<file path="config.mk">
export PLATFORM = sky130hd
export DESIGN_NAME = hilo_div_ctrl
export DESIGN_NICKNAME = d
export VERILOG_FILES = /design/src/rtl/hilo_pkg.sv /design/src/rtl/hilo_div_ctrl.sv
export SDC_FILE = /design/constraint.sdc
export NUM_CORES = 1
export LEC_CHECK = 0
export ABC_AREA = 1
export CELL_PAD_IN_SITES_DETAIL_PLACEMENT = 1
export CELL_PAD_IN_SITES_GLOBAL_PLACEMENT = 1
export CORE_MARGIN = 5
export CORE_UTILIZATION = 40
export DETAILED_ROUTE_END_ITERATION = 8
export DONT_BUFFER_PORTS = 1
export GPL_TIMING_DRIVEN = 0
export PLACE_DENSITY = 0.8
export SLEW_MARGIN = 10
export SYNTH_ARGS = -nofsm -noshare
export SYNTH_HDL_FRONTEND = slang
export SYNTH_SLANG_ARGS = --single-unit
export TNS_END_PERCENT = 5
</file>
<file path="constraint.sdc">
create_clock -name clk -period 3.62 [get_ports clk]
set_input_delay 0.181 -clock clk [delete_from_list [all_inputs] [get_ports clk]]
set_output_delay 0.181 -clock clk [all_outputs]
set_load 0.05 [all_outputs]
</file>
<file path="src/rtl/hilo_pkg.sv">
// Shared definitions for the HI/LO divide sequencing controller.
//   op_e        : request opcode encoding on req_op
//   state_e     : controller state encoding
//   DIV_LATENCY : cycles from the first start edge to the divider's done pulse
package hilo_pkg;

  typedef enum logic [1:0] {
    OP_DIV  = 2'b00,
    OP_MTHI = 2'b01,
    OP_MTLO = 2'b10,
    OP_NOP  = 2'b11
  } op_e;

  typedef enum logic [1:0] {
    IDLE  = 2'b00,
    RUN   = 2'b01,
    ABORT = 2'b10
  } state_e;

  localparam int unsigned DIV_LATENCY = 34;

endpackage

</file>
<file path="src/rtl/hilo_div_ctrl.sv">
// HI/LO register owner and sequencer for an external bit-serial signed divider.
// Ports:
//   clk, reset          : clock, synchronous active-low reset
//   req_valid/ready/op  : request handshake; op selects DIV / MTHI / MTLO / NOP
//   req_a, req_b        : dividend (or MTHI/MTLO data), divisor
//   flush               : cancel a divide in flight
//   rd_sel, rd_data     : HI(1)/LO(0) read port, rd_stall while a divide is pending
//   busy, err_timeout   : divide in flight, sticky divider-timeout flag
//   div_*               : divider interface (reset, start, held operands, done, results)
module hilo_div_ctrl
  import hilo_pkg::*;
#(
  parameter int unsigned WIDTH       = 32,
  parameter int unsigned DIV_TIMEOUT = 40,
  parameter int unsigned CNT_W       = 6
) (
  input  logic             clk,
  input  logic             reset,
  input  logic             req_valid,
  output logic             req_ready,
  input  logic [1:0]       req_op,
  input  logic [WIDTH-1:0] req_a,
  input  logic [WIDTH-1:0] req_b,
  input  logic             flush,
  input  logic             rd_sel,
  output logic [WIDTH-1:0] rd_data,
  output logic             rd_stall,
  output logic             busy,
  output logic             err_timeout,
  output logic             div_reset,
  output logic             div_start,
  output logic [WIDTH-1:0] div_dividend,
  output logic [WIDTH-1:0] div_divisor,
  input  logic             div_done,
  input  logic [WIDTH-1:0] div_quotient,
  input  logic [WIDTH-1:0] div_reminder
);

  state_e             state_q, state_d;
  logic [WIDTH-1:0]   hi_q, hi_d;
  logic [WIDTH-1:0]   lo_q, lo_d;
  logic [WIDTH-1:0]   dvd_q, dvd_d;
  logic [WIDTH-1:0]   dvs_q, dvs_d;
  logic [CNT_W-1:0]   cnt_q, cnt_d;
  logic               start_q, start_d;
  logic               err_q, err_d;

  logic accept;
  logic div_by_zero;
  logic timeout_hit;

  assign accept      = req_valid && (state_q == IDLE);
  assign div_by_zero = (req_b == '0);
  // Counter holds the number of completed RUN cycles; fires on the last allowed one.
  assign timeout_hit = (cnt_q == CNT_W'(DIV_TIMEOUT - 1));

  // State and datapath registers
  always_ff @(posedge clk) begin
    if (!reset) begin
      state_q <= IDLE;
      hi_q    <= '0;
      lo_q    <= '0;
      dvd_q   <= '0;
      dvs_q   <= '0;
      cnt_q   <= '0;
      start_q <= 1'b0;
      err_q   <= 1'b0;
    end else begin
      state_q <= state_d;
      hi_q    <= hi_d;
      lo_q    <= lo_d;
      dvd_q   <= dvd_d;
      dvs_q   <= dvs_d;
      cnt_q   <= cnt_d;
      start_q <= start_d;
      err_q   <= err_d;
    end
  end

  // Next-state logic; flush outranks done, done outranks timeout
  always_comb begin
    state_d = state_q;
    case (state_q)
      IDLE: begin
        if (accept && (req_op == OP_DIV) && !div_by_zero) state_d = RUN;
      end
      RUN: begin
        if (flush)            state_d = ABORT;
        else if (div_done)    state_d = IDLE;
        else if (timeout_hit) state_d = ABORT;
      end
      ABORT:   state_d = IDLE;
      default: state_d = IDLE;
    endcase
  end

  // Register updates: HI/LO writes, operand latch, start level, RUN counter
  always_comb begin
    hi_d    = hi_q;
    lo_d    = lo_q;
    dvd_d   = dvd_q;
    dvs_d   = dvs_q;
    cnt_d   = cnt_q;
    start_d = start_q;
    err_d   = err_q;
    case (state_q)
      IDLE: begin
        if (accept) begin
          case (req_op)
            OP_DIV: begin
              if (div_by_zero) begin
                // MIPS-style divide-by-zero result without touching the divider
                hi_d = req_a;
                lo_d = '1;
              end else begin
                dvd_d   = req_a;
                dvs_d   = req_b;
                cnt_d   = '0;
                start_d = 1'b1;
              end
            end
            OP_MTHI: hi_d = req_a;
            OP_MTLO: lo_d = req_a;
            default: ;
          endcase
        end
      end
      RUN: begin
        cnt_d = cnt_q + CNT_W'(1);
        if (flush) begin
          start_d = 1'b0;
        end else if (div_done) begin
          lo_d    = div_quotient;
          hi_d    = div_reminder;
          start_d = 1'b0;
        end else if (timeout_hit) begin
          err_d   = 1'b1;
          start_d = 1'b0;
        end
      end
      // Start stays low for a full cycle so the divider clears its iteration count
      ABORT:   start_d = 1'b0;
      default: start_d = 1'b0;
    endcase
  end

  // Outputs decoded from registers
  always_comb begin
    req_ready    = (state_q == IDLE);
    busy         = (state_q == RUN) || (state_q == ABORT);
    rd_stall     = busy;
    rd_data      = rd_sel ? hi_q : lo_q;
    err_timeout  = err_q;
    div_reset    = ~reset;
    div_start    = start_q;
    div_dividend = dvd_q;
    div_divisor  = dvs_q;
  end

endmodule
</file>
==> run metrics, run 1 <==
DIE HEIGHT 145 um; RSZ-0062 raised after global routing false; Crit path max-delay family buffers and inverters; Cells after Synth 1201; CTS clk-pin slew, worst paths 0.06 ns; final wirelength 28600 um; Pins Over Slew Limit 0; Worst path slowest cell ha_1; Top Ports 238; top post-synthesis cells by area dfxtp_1 38%, nand2_1 17%, nor2_1 13%, inv_1 11%, nand4_1 6.1%; Static Leak 0.00424 uW; post-synth net total 1340; Via density 5.05; critical path's largest stage delay 0.69 ns; area grow syn2layout 20.2%; mean post-synth cell area 6.07 um2; critical path required time 3.94 ns; period utilisation layout 73.5%; VDD IR-drop max 704 uV; detailed-route via count 7641; Yosys warning total 0; met2 Track Usage GR 45.0%; worst hold margin 0.0133 ns; status complete, no violations; CTS Root Cell clkbuf_16; GRT Resource Usage Total 26.4%; Die X-Extent 145 um; most common cell in the synthesized netlist nand2_1; Setup-failing EPs final 0; share of the synthesized area in the top cell type 37.9%; Cell Area, Synth 7290 um2; layout cell share with drive strength beyond 1 5.68%; wire length per cell 18.9 um; pin count of the biggest net entering global routing 17; setup TNS 0 ns; clock sinks 138; Rows 49; H-tree depth 4; Final Hold Vio Count 0; number of flops mapped to enable cells by yosys 0; grt met1 use 31.0%; # port buffers 0; Synth Flop Type dfxtp_1; CORE AREA 18000 um2; crit-path cells inv_1, ha_1, inv_2, a21oi_4, and2_1, buf_4, buf_2, nand4_1, nand2_1, nor2_1; Worst setup EP type register; Critical Path AT 2.98 ns; First DRT Iteration DRCs 464; post-synthesis cell type count 23; Top Usage Layer GRT met2; worst slew pin tran 1.12 ns; antenna violations before repair 0; Worst Clk Skew 0.00675 ns; crit path kind reg -> reg; clock latency at the later pin of the worst-skew pair 0.42 ns; #FFs+latches synth 138; TritonCTS clock tree built; CTS Buffer Depth 2; post-synthesis sequential area ratio 37.9%; starting density of the core 40.6%; hold crit path type in -> reg; Yosys top cell by area dfxtp_1; Crit path buffers/inverters 4; first-pass GRT wire length 44600 um; CTS Buf Count 17; vias in the first global route 8188; ys async rst share 0%; total power 7920 uW; filler cell count 2427; Remaining DRCs 0; Final ANT Viol Nets 0; ant diodes 0; Layout Nets 1411; CP Launch Type register; first-pass iteration count of the detailed router 5; die area 21000 um2; slew margin rel. 25.1%; Pwr per Cell Area 904 nW/um2; met3 Use GR 9.04%; max_cap viols 0; crit path max fanout 10; GRT overflow 0; HPWL after detailed placement 20900 um; PostCTS Resize Cnt 0; global placer's final weighted congestion 0.865; multi-input logic area 3380 um2; top post-synthesis cells by count 324 x nand2_1, 257 x nor2_1, 206 x inv_1; Fmax 376 MHz; FF/Latch Area 2760 um2; min Tclk post-route 2.66 ns
==> cells by family after synthesis <==
logic type,Yosys count,synth area share [%]
buf+inv,285,15.7
compound gates,108,8.71
flops,138,37.9
xor+xnor,1,0.120
fa+ha+maj,3,0.515
simple gates,666,37.0
==> tightest hold or removal path, delay by kind of cell <==
family	cells	cell delay [ns]
and+or+nand+nor	3	0.14
buffers and inverters	1	0.06
==> report_power, final <==
group | internal, uW | switching [uW] | leakage [uW]
clock | 1270 | 723 | 0.000321
sequential | 1950 | 506 | 0.00113
combinational | 923 | 2560 | 0.00279
total | 4140 | 3780 | 0.00424
==> worst paths after layout <==
path / start / end / slack, ns / cells after the start
setup reg to reg: state_q[1] / lo_q[21] / 0.96 / 10
hold / removal: req_a[16] / div_dividend[16] / 0.01 / 4
hold reg to reg: state_q[0] / state_q[0] / 0.49 / 2
setup / recovery: state_q[1] / lo_q[21] / 0.96 / 10
==> sequential cells by signal, summed over array words and instances (netlist names) <==
register      flops
lo_q             32
state_q           2
err_timeout       1
cnt_q             6
div_divisor      32
div_dividend     32
hi_q             32
div_start         1
==> cells in the final DEF (no fill, tap or decap), types with 2 or more instances in the layout <==
cell type	count
nand3_1	6
o21ai_0	2
clkinv_4	2
ha_1	3
inv_2	2
bufinv_16	5
dlygate4sd3_1	52
clkbuf_8	2
clkinvlp_4	2
clkbuf_16	17
buf_2	21
dfxtp_1	138
a211oi_1	32
clkbuf_1	36
nor3_1	3
inv_1	206
nor2_1	257
inv_6	3
o21ai_1	32
nand2_1	324
buf_4	14
nor2_2	2
a21oi_1	40
buf_1	6
nand4_1	71
==> layout make-up <==
class	count	share of cell area, %
multi-input combinational	778	38.6
sequential	138	31.5
inverter	208	8.90
timing repair buffer	52	5.94
clock buffer	19	5.17
buffer	77	4.20
tap	229	3.27
clock inverter	13	2.44
==> per-stage QoR <==
stage                     worst slack, ns  util, %  area [um2]  std cells
after floorplan                      1.55        -        7290       1201
after global placement               1.04     42.2        7580       1430
after detailed placement             1.01     42.2        7580       1430
after CTS                           0.992     48.8        8770       1514
after global routing                0.823     48.8        8770       1514
final                               0.960     48.8        8770       1514
==> routing by layer <==
metal  wire length [um]  up-vias
met5                  0        -
met4                747        0
met3               2280       47
met2              13800      248
met1              11800     3550
li1                   -     3796
==> what timing repair did <==
action                    in CTS  in global routing
hold buffers                  52                  0
setup buffers                  0                  0
hold endpoints to repair      51                  0
No activity file was read; power rests on OpenSTA's default activity.
==> run 2: changes to the inputs <==
Settings changed: ABC_AREA 1 to 0, PLACE_DENSITY 0.8 to 0.77.
Clock period 3.62 ns to 2.2 ns, I/O delays scaled along.
==> run metrics, run 2 <==
H-tree depth 4 (unchanged); Top Ports 238 (unchanged); VDD IR-drop max 578 uV (was 704 uV); min Tclk post-route 2.08 ns (was 2.66 ns); pin count of the biggest net entering global routing 17 (unchanged); Via density 5.70 (was 5.05); Die X-Extent 137 um (was 145 um); Reg power frac 39.4% (was 31.0%); clock sinks 138 (unchanged); RSZ-0062 raised after global routing false (unchanged); Fmax 480 MHz (was 376 MHz); sw power 2140 uW (was 3780 uW); CORE AREA 15800 um2 (was 18000 um2); power share of the clock group 43.8% (was 25.1%); post-synthesis sequential area ratio 42.8% (was 37.9%); Yosys top cell by area dfxtp_1 (unchanged); Sw Share 29.3% (was 47.8%); post-synthesis cell type count 39 (was 23); wire length per cell 23.8 um (was 18.9 um); max_cap viols 0 (unchanged); final wirelength 24700 um (was 28600 um); pre-CTS WS -0.481 ns (was 1.01 ns); post-route design area 8700 um2 (was 8770 um2); Synth Area in XOR/XNOR 0% (was 0.120%); Pins Over Slew Limit 0 (unchanged); CTS Buffer Depth 2 (unchanged); largest family of logic cells by synthesized area compound AO/OA/AOI/OAI gates (was simple AND/OR/NAND/NOR gates); CTS clk-pin slew, worst paths 0.06 ns (about the same); GRT overflow 0 (unchanged); CTS Buf Count 17 (unchanged); Cell Area, Synth 6450 um2 (was 7290 um2); starting density of the core 40.8% (was 40.6%); First DRT Iteration DRCs 237 (was 464); setup TNS 0 ns (unchanged); simple-gate share of the synthesized area 14.6% (was 37.0%); Worst setup EP type register (unchanged); global placer's final weighted congestion 0.839 (was 0.865); detailed-route via count 5901 (was 7641); Pwr per Cell Area 838 nW/um2 (was 904 nW/um2); Final Hold Vio Count 0 (unchanged); slew margin rel. 36.4% (was 25.1%); Worst Clk Skew 0.00630 ns (was 0.00675 ns); TritonCTS clock tree built (unchanged); Yosys warning total 0 (unchanged); area grow syn2layout 34.9% (was 20.2%); vias in the first global route 6712 (was 8188); Synth Flop Type dfxtp_1 (unchanged); Rows 46 (was 49); most common cell in the synthesized netlist dfxtp_1 (was nand2_1); DIE HEIGHT 137 um (was 145 um); Critical Path AT 2.40 ns (was 2.98 ns); Remaining DRCs 0 (unchanged); Static Leak 0.00365 uW (was 0.00424 uW); CP Launch Type register (unchanged); Cells after Synth 668 (was 1201); commonest non-fill, non-tap cell in the layout dfxtp_1 (was nand2_1); top post-synthesis cells by area dfxtp_1 43%, mux2i_1 11%, a221oi_2 7.0%, nor2_1 5.7%, a21oi_1 5.7% (was dfxtp_1 38%, nand2_1 17%, nor2_1 13%, inv_1 11%, nand4_1 6.1%); clock latency at the later pin of the worst-skew pair 0.43 ns (was 0.42 ns); Post-Synth Adder-Cell Area 0.582% (was 0.515%); top post-synthesis cells by count 138 x dfxtp_1, 98 x nor2_1, 73 x a21oi_1 (was 324 x nand2_1, 257 x nor2_1, 206 x inv_1); first-pass iteration count of the detailed router 5 (unchanged); worst slew pin tran 0.955 ns (was 1.12 ns); placed inst area 6720 um2 (was 7580 um2); status complete, no violations (unchanged); area fraction in compound gates after synthesis 20.4% (was 8.71%); Setup-failing EPs final 0 (unchanged); # port buffers 0 (unchanged); crit path max fanout 10 (unchanged); mean post-synth cell area 9.66 um2 (was 6.07 um2); number of flops mapped to enable cells by yosys 0 (unchanged); antenna violations before repair 1 (was 0); #FFs+latches synth 138 (unchanged); most frequent cells in the layout 137 x dfxtp_1, 115 x dlygate4sd3_1, 98 x nor2_1, 73 x a21oi_1, 70 x mux2i_1 (was 324 x nand2_1, 257 x nor2_1, 206 x inv_1, 138 x dfxtp_1, 71 x nand4_1); internal power of the cells 5150 uW (was 4140 uW); GRT Resource Usage Total 26.0% (was 26.4%); hold crit path type in -> reg (unchanged); Comb power frac 16.8% (was 43.9%); HPWL after detailed placement 16500 um (was 20900 um); reg-to-reg slack, setup 0.12 ns (was 0.96 ns); first-pass GRT wire length 37500 um (was 44600 um); critical path required time 2.52 ns (was 3.94 ns); setup ws final 0.118 ns (was 0.960 ns); Layout Nets 944 (was 1411); Final ANT Viol Nets 0 (unchanged); ys async rst share 0% (unchanged); share of the synthesized area in the top cell type 42.8% (was 37.9%); layout cell share with drive strength beyond 1 21.9% (was 5.68%); crit path kind reg -> reg (unchanged); period utilisation layout 94.7% (was 73.5%); CTS Root Cell clkbuf_16 (unchanged); post-synth net total 807 (was 1340); die area 18800 um2 (was 21000 um2); mux cell area share after synthesis 16.4% (was 0%)
[run 2: cell count changes after synthesis, moves of 12 or more]
cell      change
nor2_1      -159
buf_4        -12
inv_1       -200
nor2b_1      +33
o221a_2      +31
a21oi_1      +33
nand4_1      -68
a211oi_1     -31
mux2i_1      +70
o21ai_0      -31
nand2_1     -282
a221oi_2     +30
mux2_2       +32
[run 2: logic make-up after synthesis]
family,count (synthesis)
simple gates,206
mux,102
buf+inv,67
fa+ha+maj,3
compound gates,152
flops,138
[run 2: power by group through the flow]
stage	combinational, uW	sequential, uW	clock [uW]
floorplan	806	2890	0
global placement	954	2910	0
detailed placement	989	2920	0
CTS	1190	2870	3230
global route	1310	2880	3330
finish	1230	2870	3190
[run 2: area by class of cell]
cell class	instances	area (um2)
inverter	7	26.3
clock buffer	18	429
timing repair buffer	118	1170
multi-input combinational	463	3410
buffer	60	404
clock inverter	14	218
sequential	138	2760
fill	1750	7130
antenna	2	5.00
tap	216	270
[run 2: metrics by stage]
step / util [%] / power [uW] / hold slack [ns] / cells
2_1_floorplan: - / 3690 / 0.254 / 668
3_3_place_gp: 42.5 / 3860 / 0.256 / 884
3_5_place_dp: 42.5 / 3910 / 0.265 / 884
4_1_cts: 54.3 / 7280 / 0.00152 / 1033
5_1_grt: 55.0 / 7510 / 0.00376 / 1035
6_report: 55.0 / 7290 / 0.00902 / 1036
[run 2: critical path, stage by stage, from the launching register on]
cell and delay, ns:
dfxtp_2 0.33, inv_1 0.07, ha_4 0.23, nand2b_1 0.16
buf_4 0.17, a22oi_4 0.20, buf_4 0.19, clkbuf_2 0.26
nand2_1 0.12, o221a_2 0.26
[run 2: final timing paths]
check,to,cells past startpoint,startpoint
min reg2reg,state_q[1],2,state_q[1]
min,hi_q[11],3,div_reminder[11]
max reg2reg,hi_q[14],9,state_q[0]
max,hi_q[14],9,state_q[0]
[run 2: layer usage]
metal  GRT usage (%)  up-vias  share of wire, %  wire (um)
met5               0        -                 0          0
met4            9.81        0               2.3        572
met3            8.60       43               7.6       1870
met2            46.5      232                52      12800
met1            28.3     2943                38       9440
li1                -     2683                 -          -
[run 2: repair_timing]
item | 4_1_cts | 5_1_grt
pin swaps | 1 | 4
setup endpoints to repair | 134 | 67
hold buffers | 115 | 0
endpoints found under the hold margin | 114 | 0
resized for setup | 23 | 36
setup buffers | 2 | 1
